**src/rtl/mc_control_fsm_pkg.sv**
```systemverilog
// Shared definitions for the multicycle control FSM and the ALU control stage:
// state encoding, opcode constants, alu_op codes and the control-word bundle.
package mc_control_fsm_pkg;

    typedef enum logic [3:0] {
        S_FETCH    = 4'd0,
        S_DECODE   = 4'd1,
        S_MEM_ADDR = 4'd2,
        S_MEM_RD   = 4'd3,
        S_MEM_WB   = 4'd4,
        S_MEM_WR   = 4'd5,
        S_R_EXEC   = 4'd6,
        S_R_WB     = 4'd7,
        S_BRANCH   = 4'd8,
        S_JUMP     = 4'd9,
        S_I_EXEC   = 4'd10,
        S_I_WB     = 4'd11
    } state_t;

    localparam logic [5:0] OP_RTYPE = 6'b000000;
    localparam logic [5:0] OP_LW    = 6'b100011;
    localparam logic [5:0] OP_SW    = 6'b101011;
    localparam logic [5:0] OP_BEQ   = 6'b000100;
    localparam logic [5:0] OP_J     = 6'b000010;
    localparam logic [5:0] OP_ADDI  = 6'b001000;
    localparam logic [5:0] OP_ANDI  = 6'b001100;

    localparam logic [2:0] ALU_ADD   = 3'b000;
    localparam logic [2:0] ALU_SUB   = 3'b001;
    localparam logic [2:0] ALU_AND   = 3'b011;
    localparam logic [2:0] ALU_RTYPE = 3'b100;

    typedef struct packed {
        logic       pc_write;
        logic       pc_write_cond;
        logic       i_or_d;
        logic       mem_read;
        logic       mem_write;
        logic       ir_write;
        logic       mem_to_reg;
        logic       reg_write;
        logic       reg_dst;
        logic       alu_src_a;
        logic [1:0] alu_src_b;
        logic [1:0] pc_source;
        logic [2:0] alu_op;
        logic       illegal_op;
    } ctrl_t;

endpackage

```
**src/rtl/mc_ctrl_decode.sv**
```systemverilog
// State-to-control-word table for the multicycle control FSM.
// Ports: state, op_andi (latched op is ANDI), op_legal (live opcode
// supported), mem_ready, force_off (reset gate) -> ctrl bundle.
module mc_ctrl_decode
    import mc_control_fsm_pkg::*;
(
    input  state_t state,
    input  logic   op_andi,
    input  logic   op_legal,
    input  logic   mem_ready,
    input  logic   force_off,
    output ctrl_t  ctrl
);

    always_comb begin
        ctrl = '0;
        if (!force_off) begin
            unique case (state)
                S_FETCH: begin
                    ctrl.mem_read  = 1'b1;
                    ctrl.alu_src_b = 2'b01;
                    ctrl.alu_op    = ALU_ADD;
                    // IR and PC only update once the fetch really completes
                    ctrl.ir_write  = mem_ready;
                    ctrl.pc_write  = mem_ready;
                end
                S_DECODE: begin
                    ctrl.alu_src_b  = 2'b11;
                    ctrl.alu_op     = ALU_ADD;
                    ctrl.illegal_op = !op_legal;
                end
                S_MEM_ADDR: begin
                    ctrl.alu_src_a = 1'b1;
                    ctrl.alu_src_b = 2'b10;
                    ctrl.alu_op    = ALU_ADD;
                end
                S_MEM_RD: begin
                    ctrl.mem_read = 1'b1;
                    ctrl.i_or_d   = 1'b1;
                end
                S_MEM_WB: begin
                    ctrl.reg_write  = 1'b1;
                    ctrl.mem_to_reg = 1'b1;
                end
                S_MEM_WR: begin
                    ctrl.mem_write = 1'b1;
                    ctrl.i_or_d    = 1'b1;
                end
                S_R_EXEC: begin
                    ctrl.alu_src_a = 1'b1;
                    ctrl.alu_src_b = 2'b00;
                    ctrl.alu_op    = ALU_RTYPE;
                end
                S_R_WB: begin
                    ctrl.reg_write = 1'b1;
                    ctrl.reg_dst   = 1'b1;
                end
                S_BRANCH: begin
                    ctrl.alu_src_a     = 1'b1;
                    ctrl.alu_op        = ALU_SUB;
                    ctrl.pc_write_cond = 1'b1;
                    ctrl.pc_source     = 2'b01;
                end
                S_JUMP: begin
                    ctrl.pc_write  = 1'b1;
                    ctrl.pc_source = 2'b10;
                end
                S_I_EXEC: begin
                    ctrl.alu_src_a = 1'b1;
                    ctrl.alu_src_b = 2'b10;
                    ctrl.alu_op    = op_andi ? ALU_AND : ALU_ADD;
                end
                S_I_WB: begin
                    ctrl.reg_write = 1'b1;
                end
                default: ;
            endcase
        end
    end

endmodule

```
**src/rtl/mc_control_fsm.sv**
```systemverilog
// Multicycle MIPS-style control FSM: state register, opcode latch and
// next-state logic. Ports: clk, rst, opcode, mem_ready in; datapath
// controls, alu_op, illegal_op pulse and state_dbg out.
module mc_control_fsm
    import mc_control_fsm_pkg::*;
#(
    parameter logic [5:0] OP_RTYPE = 6'b000000,
    parameter logic [5:0] OP_LW    = 6'b100011,
    parameter logic [5:0] OP_SW    = 6'b101011,
    parameter logic [5:0] OP_BEQ   = 6'b000100,
    parameter logic [5:0] OP_J     = 6'b000010,
    parameter logic [5:0] OP_ADDI  = 6'b001000,
    parameter logic [5:0] OP_ANDI  = 6'b001100
) (
    input  logic       clk,
    input  logic       rst,
    input  logic [5:0] opcode,
    input  logic       mem_ready,
    output logic       pc_write,
    output logic       pc_write_cond,
    output logic       i_or_d,
    output logic       mem_read,
    output logic       mem_write,
    output logic       ir_write,
    output logic       mem_to_reg,
    output logic       reg_write,
    output logic       reg_dst,
    output logic       alu_src_a,
    output logic [1:0] alu_src_b,
    output logic [1:0] pc_source,
    output logic [2:0] alu_op,
    output logic       illegal_op,
    output logic [3:0] state_dbg
);

    state_t     state_q;
    state_t     state_d;
    logic [5:0] op_q;
    logic       op_legal;
    ctrl_t      ctrl;

    assign op_legal = (opcode == OP_RTYPE) || (opcode == OP_LW)
                   || (opcode == OP_SW)    || (opcode == OP_BEQ)
                   || (opcode == OP_J)     || (opcode == OP_ADDI)
                   || (opcode == OP_ANDI);

    always_ff @(posedge clk) begin
        if (rst) begin
            state_q <= S_FETCH;
            op_q    <= '0;
        end else begin
            state_q <= state_d;
            // later states decode only this copy, never the live input
            if (state_q == S_DECODE) op_q <= opcode;
        end
    end

    always_comb begin
        state_d = state_q;
        unique case (state_q)
            S_FETCH:    if (mem_ready) state_d = S_DECODE;
            S_DECODE: begin
                state_d = S_FETCH;
                unique case (1'b1)
                    (opcode == OP_LW),
                    (opcode == OP_SW):    state_d = S_MEM_ADDR;
                    (opcode == OP_RTYPE): state_d = S_R_EXEC;
                    (opcode == OP_BEQ):   state_d = S_BRANCH;
                    (opcode == OP_J):     state_d = S_JUMP;
                    (opcode == OP_ADDI),
                    (opcode == OP_ANDI):  state_d = S_I_EXEC;
                    default:              state_d = S_FETCH;
                endcase
            end
            S_MEM_ADDR: state_d = (op_q == OP_LW) ? S_MEM_RD : S_MEM_WR;
            S_MEM_RD:   if (mem_ready) state_d = S_MEM_WB;
            S_MEM_WB:   state_d = S_FETCH;
            S_MEM_WR:   if (mem_ready) state_d = S_FETCH;
            S_R_EXEC:   state_d = S_R_WB;
            S_R_WB:     state_d = S_FETCH;
            S_BRANCH:   state_d = S_FETCH;
            S_JUMP:     state_d = S_FETCH;
            S_I_EXEC:   state_d = S_I_WB;
            S_I_WB:     state_d = S_FETCH;
            default:    state_d = S_FETCH;
        endcase
    end

    mc_ctrl_decode u_decode (
        .state     (state_q),
        .op_andi   (op_q == OP_ANDI),
        .op_legal  (op_legal),
        .mem_ready (mem_ready),
        .force_off (rst),
        .ctrl      (ctrl)
    );

    assign pc_write      = ctrl.pc_write;
    assign pc_write_cond = ctrl.pc_write_cond;
    assign i_or_d        = ctrl.i_or_d;
    assign mem_read      = ctrl.mem_read;
    assign mem_write     = ctrl.mem_write;
    assign ir_write      = ctrl.ir_write;
    assign mem_to_reg    = ctrl.mem_to_reg;
    assign reg_write     = ctrl.reg_write;
    assign reg_dst       = ctrl.reg_dst;
    assign alu_src_a     = ctrl.alu_src_a;
    assign alu_src_b     = ctrl.alu_src_b;
    assign pc_source     = ctrl.pc_source;
    assign alu_op        = ctrl.alu_op;
    assign illegal_op    = ctrl.illegal_op;
    // reset reads as FETCH immediately, before the first clock edge
    assign state_dbg     = rst ? S_FETCH : state_q;

endmodule

```
**config.mk**
```make
export PLATFORM = sky130hd
export DESIGN_NAME = mc_control_fsm
export DESIGN_NICKNAME = d
export VERILOG_FILES = /design/src/rtl/mc_control_fsm_pkg.sv /design/src/rtl/mc_ctrl_decode.sv /design/src/rtl/mc_control_fsm.sv
export SDC_FILE = /design/constraint.sdc
export NUM_CORES = 1
export LEC_CHECK = 0
export ABC_AREA = 1
export BUFFER_PORTS_ARGS = -buffer_cell sky130_fd_sc_hd__buf_2
export CAP_MARGIN = 20
export CORE_MARGIN = 5
export CORE_UTILIZATION = 52
export DETAILED_ROUTE_END_ITERATION = 12
export HOLD_SLACK_MARGIN = 0.06
export PLACE_DENSITY = 0.82
export SYNTH_ARGS = -nofsm -noshare
export SYNTH_HDL_FRONTEND = slang
export SYNTH_HIERARCHICAL = 1
export SYNTH_SLANG_ARGS = --single-unit
```
**constraint.sdc**
```tcl
create_clock -name clk -period 2.26 [get_ports clk]
set_clock_uncertainty 0.05 [all_clocks]
set_input_delay 0.113 -clock clk [delete_from_list [all_inputs] [get_ports clk]]
set_output_delay 0.113 -clock clk [all_outputs]
set_load 0.05 [all_outputs]
```
==> impl_metrics.py, run 1 <==
metrics = {
    "route": {
        "post_drt_wl_per_cell_um": 10.8,
        "drtIter0Drc": 35,
        "routed_wl_um": 2250,
        "wl_met1_um": 975,
        "dr_wl_met3_um": 239,
        "first_pass_iters": 4,
        "vias": 1066,
        "ant_nets": 0,
        "viasPerCell": 5.13,
        "routed.top_layer": "met4",
        "drc": 0,
        "met2WireLength_um": 975,
    },
    "synthesis": {
        "yosysMostFrequentCell": "nor2_1",
        "synth_nets": 166,
        "synth_common_cells": "40 x nor2_1, 28 x nand2_1, 18 x inv_1, 15 x nand3_1, 10 x dfxtp_1",
        "synth_ff_type": "dfxtp_1",
        "synth_area_leaders": "dfxtp_1 23%, nor2_1 17%, nand2_1 12%",
        "yosysSeqAreaShare": 0.226,
        "ys_seq_elements": 10,
        "async_flop_share": 0,
        "ys_warn_count": 6,
        "synthCells": 157,
        "netlist.area_leader.share": 0.226,
        "synth_largest_area_cell": "dfxtp_1",
        "synth_edf_count": 0,
        "synth_cell_types": 19,
        "synth_area_per_cell_um2": 5.64,
        "syn-cell-area_um2": 886,
    },
    "cts": {
        "h-tree-depth": 1,
        "numCtsBuffers": 3,
        "post-cts-setup-buffers": 0,
        "clk_pin_slew_ns": 0.07,
        "cts_root_buf": "clkbuf_4",
        "clock_sinks": 10,
        "cts_tree": "yes",
        "clk_path_buf_depth": 2,
        "insertion_delay_ns": 0.28,
    },
    "grt": {
        "antenna_found_initial": 0,
        "track_usage": 0.198,
        "grt_pass1_vias": 948,
        "grt-ovfl-total": 0,
        "grt_start_max_net_pins": 12,
        "grt_pass1_wl_um": 4020,
    },
    "floorplanning": {
        "io-pin-count": 31,
        "die_x_um": 51.3,
        "dieArea_um2": 2630,
        "die_h_um": 51.3,
        "fp-row-count": 15,
        "core_um2": 1670,
        "start_util": 0.530,
    },
    "critical_path": {
        "ff2ff_setup_slack_ns": 0.86,
        "worst_setup_path_start_kind": "flop",
        "critPathArrivalTime_ns": 1.56,
        "worstPathRequired_ns": 2.10,
        "critPathKind": "reg -> out",
        "worstPathMaxFanout": 11,
        "end_kind": "output port",
    },
    "layout": {
        "ff_latch_area_um2": 200,
        "area_growth_pct": 23.7,
        "drive_gt1_frac": 0.298,
        "fin_cells": 208,
        "fin_nets": 201,
        "diodes": 0,
        "nFillCells": 162,
        "multi_input_area_um2": 577,
    },
    "power": {
        "switching_share": 0.399,
        "finalPower_mw": 0.582,
        "intPower_mw": 0.350,
        "clkPwrFrac": 0.289,
        "switchingPower_mw": 0.232,
        "p_leak_nw": 0.652,
        "power_density_nw_per_um2": 531,
        "ir_worst_vdd_mv": 0.285,
        "seq_power_share": 0.369,
        "comb_power_share": 0.342,
    },
    "sta": {
        "period_needed_ns": 1.72,
        "hold_viol_final": 0,
        "slew_headroom": 0.669,
        "tightest_slew_ns": 0.496,
        "period_share": 0.763,
        "fmax_mhz": 580,
        "fin_ws_ns": 0.536,
        "fin_hold_ws_ns": 0.0623,
        "setup_viol": 0,
        "final_max_slew_viol_count": 0,
        "rsz0062_at_grt": "no",
        "tns_ns": 0,
    },
    "placement": {
        "dp_slack_ns": 0.880,
        "dp.cells": 203,
        "portBuffers": 30,
        "dp_hpwl_um": 1800,
        "gp_congestion": 0.861,
    },
    "hold_path": {
        "hold_class": "in -> reg",
    },
    "run_status": {
        "status": "finished clean",
    },
    "run": {
        "max_cap_viol_count": 0,
    },
}
## power by group through the flow
stage / clock [mW] / combinational [mW] / sequential (mW)
2_1_floorplan: 0 / 0.154 / 0.214
4_1_cts: 0.170 / 0.199 / 0.214
3_3_place_gp: 0 / 0.194 / 0.219
5_1_grt: 0.181 / 0.223 / 0.218
6_report: 0.168 / 0.199 / 0.215
3_5_place_dp: 0 / 0.196 / 0.218
## state kept, by name (all words and copies together), names as in the netlist
register and flops:
op_q 6, state_q 4
## metal layers
metal / vias to the layer above / GRT usage
met5: - / 0
met4: 0 / 0.100
met2: 49 / 0.324
met1: 449 / 0.245
li1: 562 / -
met3: 6 / 0.0408
## per-stage QoR
stage	area [um^2]	utilization
after floorplan	886	-
after global placement	1050	0.628
after detailed placement	1050	0.628
after CTS	1100	0.656
after global routing	1100	0.656
final	1100	0.656
## placed cells by master, fill, tap and decap left out, types with 2 or more instances in the layout
| master | n |
|---|---|
| nand3_1 | 15 |
| nand2_1 | 28 |
| nand4_1 | 5 |
| nor2_1 | 40 |
| o21ai_0 | 8 |
| buf_2 | 30 |
| nor2_4 | 2 |
| dfxtp_1 | 10 |
| nor3_1 | 2 |
| nand2_2 | 7 |
| nand2_4 | 2 |
| clkbuf_4 | 3 |
| a21oi_1 | 5 |
| inv_1 | 18 |
| inv_2 | 9 |
## kinds of logic after synthesis
kind of cell,count (synthesis),share of synthesized area
AOI/OAI and AO/OA,15,0.0890
buffers and inverters,28,0.123
DFF,10,0.226
and+or+nand+nor,104,0.562
## path summary, 6_finish.rpt
path	from	depth (start not counted)	end
worst min register to register	op_q[4]	2	op_q[4]
worst max-delay path	state_q[1]	5	alu_src_b[1]
worst min-delay path	opcode[1]	3	op_q[1]
worst max register to register	state_q[1]	8	state_q[2]
## what timing repair did
action	CTS	global route
endpoints found under the hold margin	1	0
hold buffers	1	0
resized for setup	0	0
## final cells by class
type                            count  area share
Clock buffer                        4      0.0331
Tap cell                           17      0.0194
Inverter                           27      0.0925
Timing Repair Buffer               31       0.146
Sequential cell                    10       0.183
Multi-Input combinational cell    119       0.526
## critical path: stages, from the launching register on
cell	delay [ns]
dfxtp_1	0.63
nand2_2	0.13
nand2_1	0.12
nand2_1	0.06
nor2_1	0.08
buf_2	0.26
Power figures use the tool's default switching activity.
==> inputs of run 2 (changes only) <==
CORE_UTILIZATION = 49   (was 52)
PLACE_DENSITY = 0.78   (was 0.82)
clock period = 1.6 ns   (was 2.26 ns; I/O delays follow)
==> impl_metrics.py, run 2 (synthesized netlist as in run 1, its figures left out) <==
metrics = {
    "sta": {
        "fin_ws_ns": 0.0754,
        "period_share": 0.953,
        "tns_ns": 0,
        "final_max_slew_viol_count": 0,
        "tightest_slew_ns": 0.243,
        "rsz0062_at_grt": "yes",
        "period_needed_ns": 1.52,
        "fmax_mhz": 656,
        "slew_headroom": 0.836,
        "setup_viol": 0,
        "hold_viol_final": 0,
    },
    "cts": {
        "clk_pin_slew_ns": 0.07,
        "clock_sinks": 10,
        "numCtsBuffers": 3,
        "insertion_delay_ns": 0.27,
        "cts_tree": "yes",
        "cts_root_buf": "clkbuf_4",
        "clk_path_buf_depth": 2,
        "h-tree-depth": 1,
    },
    "hold_path": {
        "min_to": "state_q[3]",
        "worstHoldStart": "rst",
        "hold_class": "in -> reg",
        "whs_path_depth": 2,
    },
    "floorplanning": {
        "io-pin-count": 31,
        "start_util": 0.513,
        "die_x_um": 52.5,
        "fp-row-count": 15,
        "dieArea_um2": 2760,
        "die_h_um": 52.5,
        "core_um2": 1730,
    },
    "critical_path": {
        "critPathKind": "reg -> out",
        "path_cells": "inv_2, nand2_1, nor2_1, inv_1, nor2_1, clkbuf_4",
        "r2r_end": "state_q[1]",
        "critPathArrivalTime_ns": 1.39,
        "worst-r2r-cell-count": 8,
        "cp_common_cell": "nor2_1",
        "cpMaxStageDelayCell": "dfxtp_2",
        "worstPathMaxFanout": 7,
        "ff2ff_setup_slack_ns": 0.39,
        "worst_setup_path_start_kind": "flop",
        "rr_startpoint": "state_q[0]",
        "end_kind": "output port",
        "worstPathRequired_ns": 1.47,
        "critPathMaxStageDelay_ns": 0.37,
    },
    "layout": {
        "nFillCells": 170,
        "design_area_um2": 1190,
        "final_cell_mix": "37 x nor2_1, 28 x nand2_1, 22 x buf_2",
        "final_common_cell": "nor2_1",
        "drive_gt1_frac": 0.345,
        "final_util": 0.689,
        "area_growth_pct": 34.3,
        "fin_nets": 204,
        "largest-register": "op_q",
        "diodes": 0,
        "top_regs": "op_q x6, state_q x4",
        "largest_reg_flops": 6,
    },
    "placement": {
        "dpl_cell_area_um2": 1070,
        "gp_congestion": 0.856,
        "portBuffers": 30,
        "dp_slack_ns": 0.239,
        "dp_hpwl_um": 1950,
    },
    "route": {
        "post_drt_wl_per_cell_um": 11.1,
        "ant_nets": 0,
        "routed_wl_um": 2420,
        "vias": 1103,
        "viasPerCell": 5.04,
        "drtIter0Drc": 17,
        "drc": 0,
        "first_pass_iters": 4,
    },
    "grt": {
        "grt_pass1_wl_um": 3910,
        "antenna_found_initial": 0,
        "grt_start_max_net_pins": 12,
        "grt_pass1_vias": 965,
        "grt-ovfl-total": 0,
        "track_usage": 0.186,
    },
    "power": {
        "p_leak_nw": 0.671,
        "ir_worst_vdd_mv": 0.449,
        "power_density_nw_per_um2": 702,
    },
    "run": {
        "max_cap_viol_count": 0,
    },
    "run_status": {
        "status": "finished clean",
    },
}
==> run 2: power breakdown <==
part	total [mW]	internal [mW]	switching, mW
registers	0.304	0.275	0.0287
logic	0.297	0.0899	0.207
clock network	0.235	0.138	0.0964
total	0.836	0.503	0.332
==> run 2: per-layer routing <==
layer / part of all wire / track usage
met1: 0.42 / 0.212
met2: 0.50 / 0.347
met3: 0.063 / 0.0171
met4: 0.016 / 0.0766
met5: 0 / 0
==> run 2: area by class of cell <==
class                   instances  area (um^2)  share of cell area
inverters                      27          101              0.0852
multi-input cells             119          599               0.504
well taps                      25         31.3              0.0263
clock buffers                   4         36.3              0.0305
flip-flops and latches         10          208               0.175
repair buffers                 34          214               0.180
==> run 2: timing repair <==
item | CTS | global route
setup endpoints to repair | 8 | 10
pin swaps | 0 | 0
gates cloned | 0 | 0
gates resized for setup | 4 | 14
hold buffers | 4 | 0
endpoints found under the hold margin | 4 | 0
setup buffers | 0 | 0
==> run 2: worst max-delay path, delay by kind of cell (launching register included) <==
kind / cells / cell delay [ns]
buf+inv: 3 / 0.44
flops: 1 / 0.37
simple gates: 3 / 0.31
==> run 2: metrics by stage <==
stage	std cells	power, mW	hold WS (ns)
after floorplan	157	0.524	0.102
after global placement	211	0.585	0.301
after detailed placement	211	0.593	0.318
after CTS	219	0.837	0.0645
after global routing	219	0.887	0.0808
final	219	0.836	0.0660
==> run 2: worst max path at each step <==
| stage | startpoint | endpoint | slack [ns] | cells after the start |
|---|---|---|---|---|
| after floorplan | state_q[3] | pc_write_cond | 0.006 | 5 |
| after global placement | state_q[1] | reg_write | 0.26 | 5 |
| after detailed placement | state_q[1] | state_q[2] | 0.24 | 8 |
| after CTS | op_q[4] | alu_op[0] | 0.02 | 6 |
| after global routing | op_q[5] | alu_op[0] | -0.03 | 6 |
| final | state_q[3] | mem_to_reg | 0.08 | 6 |
==> inputs of run 3 (changes only) <==
GPL_TIMING_DRIVEN = 0   (was default)
==> impl_metrics.py, run 3 (synthesized netlist as in run 1, its figures left out) <==
metrics = {
    "run_status": {
        "status": "finished clean",
    },
    "route": {
        "viasPerCell": 4.94,
        "drtIter0Drc": 23,
        "drc": 0,
        "routed_wl_um": 2360,
        "first_pass_iters": 4,
        "vias": 1087,
        "ant_nets": 0,
        "post_drt_wl_per_cell_um": 10.7,
    },
    "sta": {
        "fmax_mhz": 658,
        "fin_hold_ws_ns": 0.0712,
        "period_needed_ns": 1.52,
        "slew_headroom": 0.812,
        "final_max_slew_viol_count": 0,
        "setup_viol": 0,
        "hold_viol_final": 0,
        "tightest_slew_ns": 0.282,
        "period_share": 0.950,
    },
    "cts": {
        "clk_pin_slew_ns": 0.07,
        "cts_tree": "yes",
        "post-cts-setup-buffers": 0,
        "h-tree-depth": 1,
        "numCtsBuffers": 3,
        "clock_sinks": 10,
        "clk_path_buf_depth": 2,
        "insertion_delay_ns": 0.28,
        "cts_root_buf": "clkbuf_4",
    },
    "critical_path": {
        "startpoint": "state_q[1]",
        "worstPathMaxFanout": 11,
        "critPathKind": "reg -> out",
        "cpMaxStageDelayCell": "dfxtp_2",
        "end_kind": "output port",
        "critPathArrivalTime_ns": 1.39,
        "path_cells": "inv_2, nand2_1, nor2_2, buf_4, clkbuf_4",
        "worstPathRequired_ns": 1.47,
        "worst_setup_path_start_kind": "flop",
        "rr_startpoint": "state_q[0]",
        "critPathMaxStageDelay_ns": 0.50,
    },
    "layout": {
        "fin_cells": 220,
        "diodes": 0,
        "area_growth_pct": 37.0,
        "final_common_cell": "nor2_1",
        "largest_reg_flops": 6,
        "final_util": 0.703,
        "design_area_um2": 1210,
        "largest-register": "op_q",
        "fin_nets": 205,
        "top_regs": "op_q x6, state_q x4",
        "final_cell_mix": "36 x nor2_1, 28 x nand2_1, 20 x buf_2",
        "drive_gt1_frac": 0.359,
    },
    "floorplanning": {
        "fp-row-count": 15,
        "die_x_um": 52.5,
        "dieArea_um2": 2760,
        "core_um2": 1730,
        "io-pin-count": 31,
        "die_h_um": 52.5,
        "start_util": 0.513,
    },
    "power": {
        "power_density_nw_per_um2": 696,
        "p_leak_nw": 0.684,
        "ir_worst_vdd_mv": 0.547,
        "finalPower_mw": 0.845,
    },
    "hold_path": {
        "worstHoldStart": "rst",
        "hold_class": "in -> reg",
    },
    "grt": {
        "grt_pass1_vias": 957,
        "grt_start_max_net_pins": 12,
        "grt_pass1_wl_um": 3990,
        "track_usage": 0.194,
        "grt-ovfl-total": 0,
        "antenna_found_initial": 0,
    },
    "run": {
        "max_cap_viol_count": 0,
    },
    "placement": {
        "dp_hpwl_um": 1850,
        "dpl_cell_area_um2": 1080,
        "dp.cells": 212,
        "portBuffers": 30,
        "gp_congestion": 0.873,
    },
}
## run 3: changes by cell type in the layout (fill, tap and decap cells not counted), sizes merged
cell	previous run	this run
buf	24	26
clkbuf	10	9
## run 3: power by group
part / leakage, nW / switching [mW] / internal (mW)
combinational: 0.579 / 0.205 / 0.0937
sequential: 0.0842 / 0.0303 / 0.275
clock: 0.0210 / 0.103 / 0.139
## run 3: what timing repair did
item,CTS,global route
hold buffers,4,0
setup endpoints to repair,10,13
resized for setup,5,19
endpoints found under the hold margin,4,0
pin swaps,0,1
## run 3: layout make-up
cell class,instances,area [um^2]
buffer,1,7.51
clock buffer,4,36.3
fill,168,513
inverter,27,101
multi-input combinational,119,607
sequential,10,208
tap,25,31.3
timing repair buffer,34,223
## run 3: worst paths after layout
path	endpoint	slack, ns	cells after the start
max	pc_write_cond	0.08	5
max reg2reg	state_q[2]	0.29	9
min reg2reg	op_q[4]	0.44	2
min	state_q[3]	0.07	2
## run 3: through the flow
stage	setup WS, ns	setup TNS (ns)
5_1_grt	-0.0188	-0.0280
4_1_cts	0.00143	0
6_report	0.0806	0
3_3_place_gp	0.231	0
3_5_place_dp	0.187	0
2_1_floorplan	0.00618	0
## run 3: critical path: cells and delay by family, from the launching register on
family        cells  cell delay (ns)
flops             1             0.50
simple gates      2             0.19
buf+inv           3             0.41
## run 3: layer usage
layer,global-route usage,part of all wire
met1,0.233,0.44
met2,0.337,0.48
met3,0.0171,0.054
met4,0.102,0.022
met5,0,0
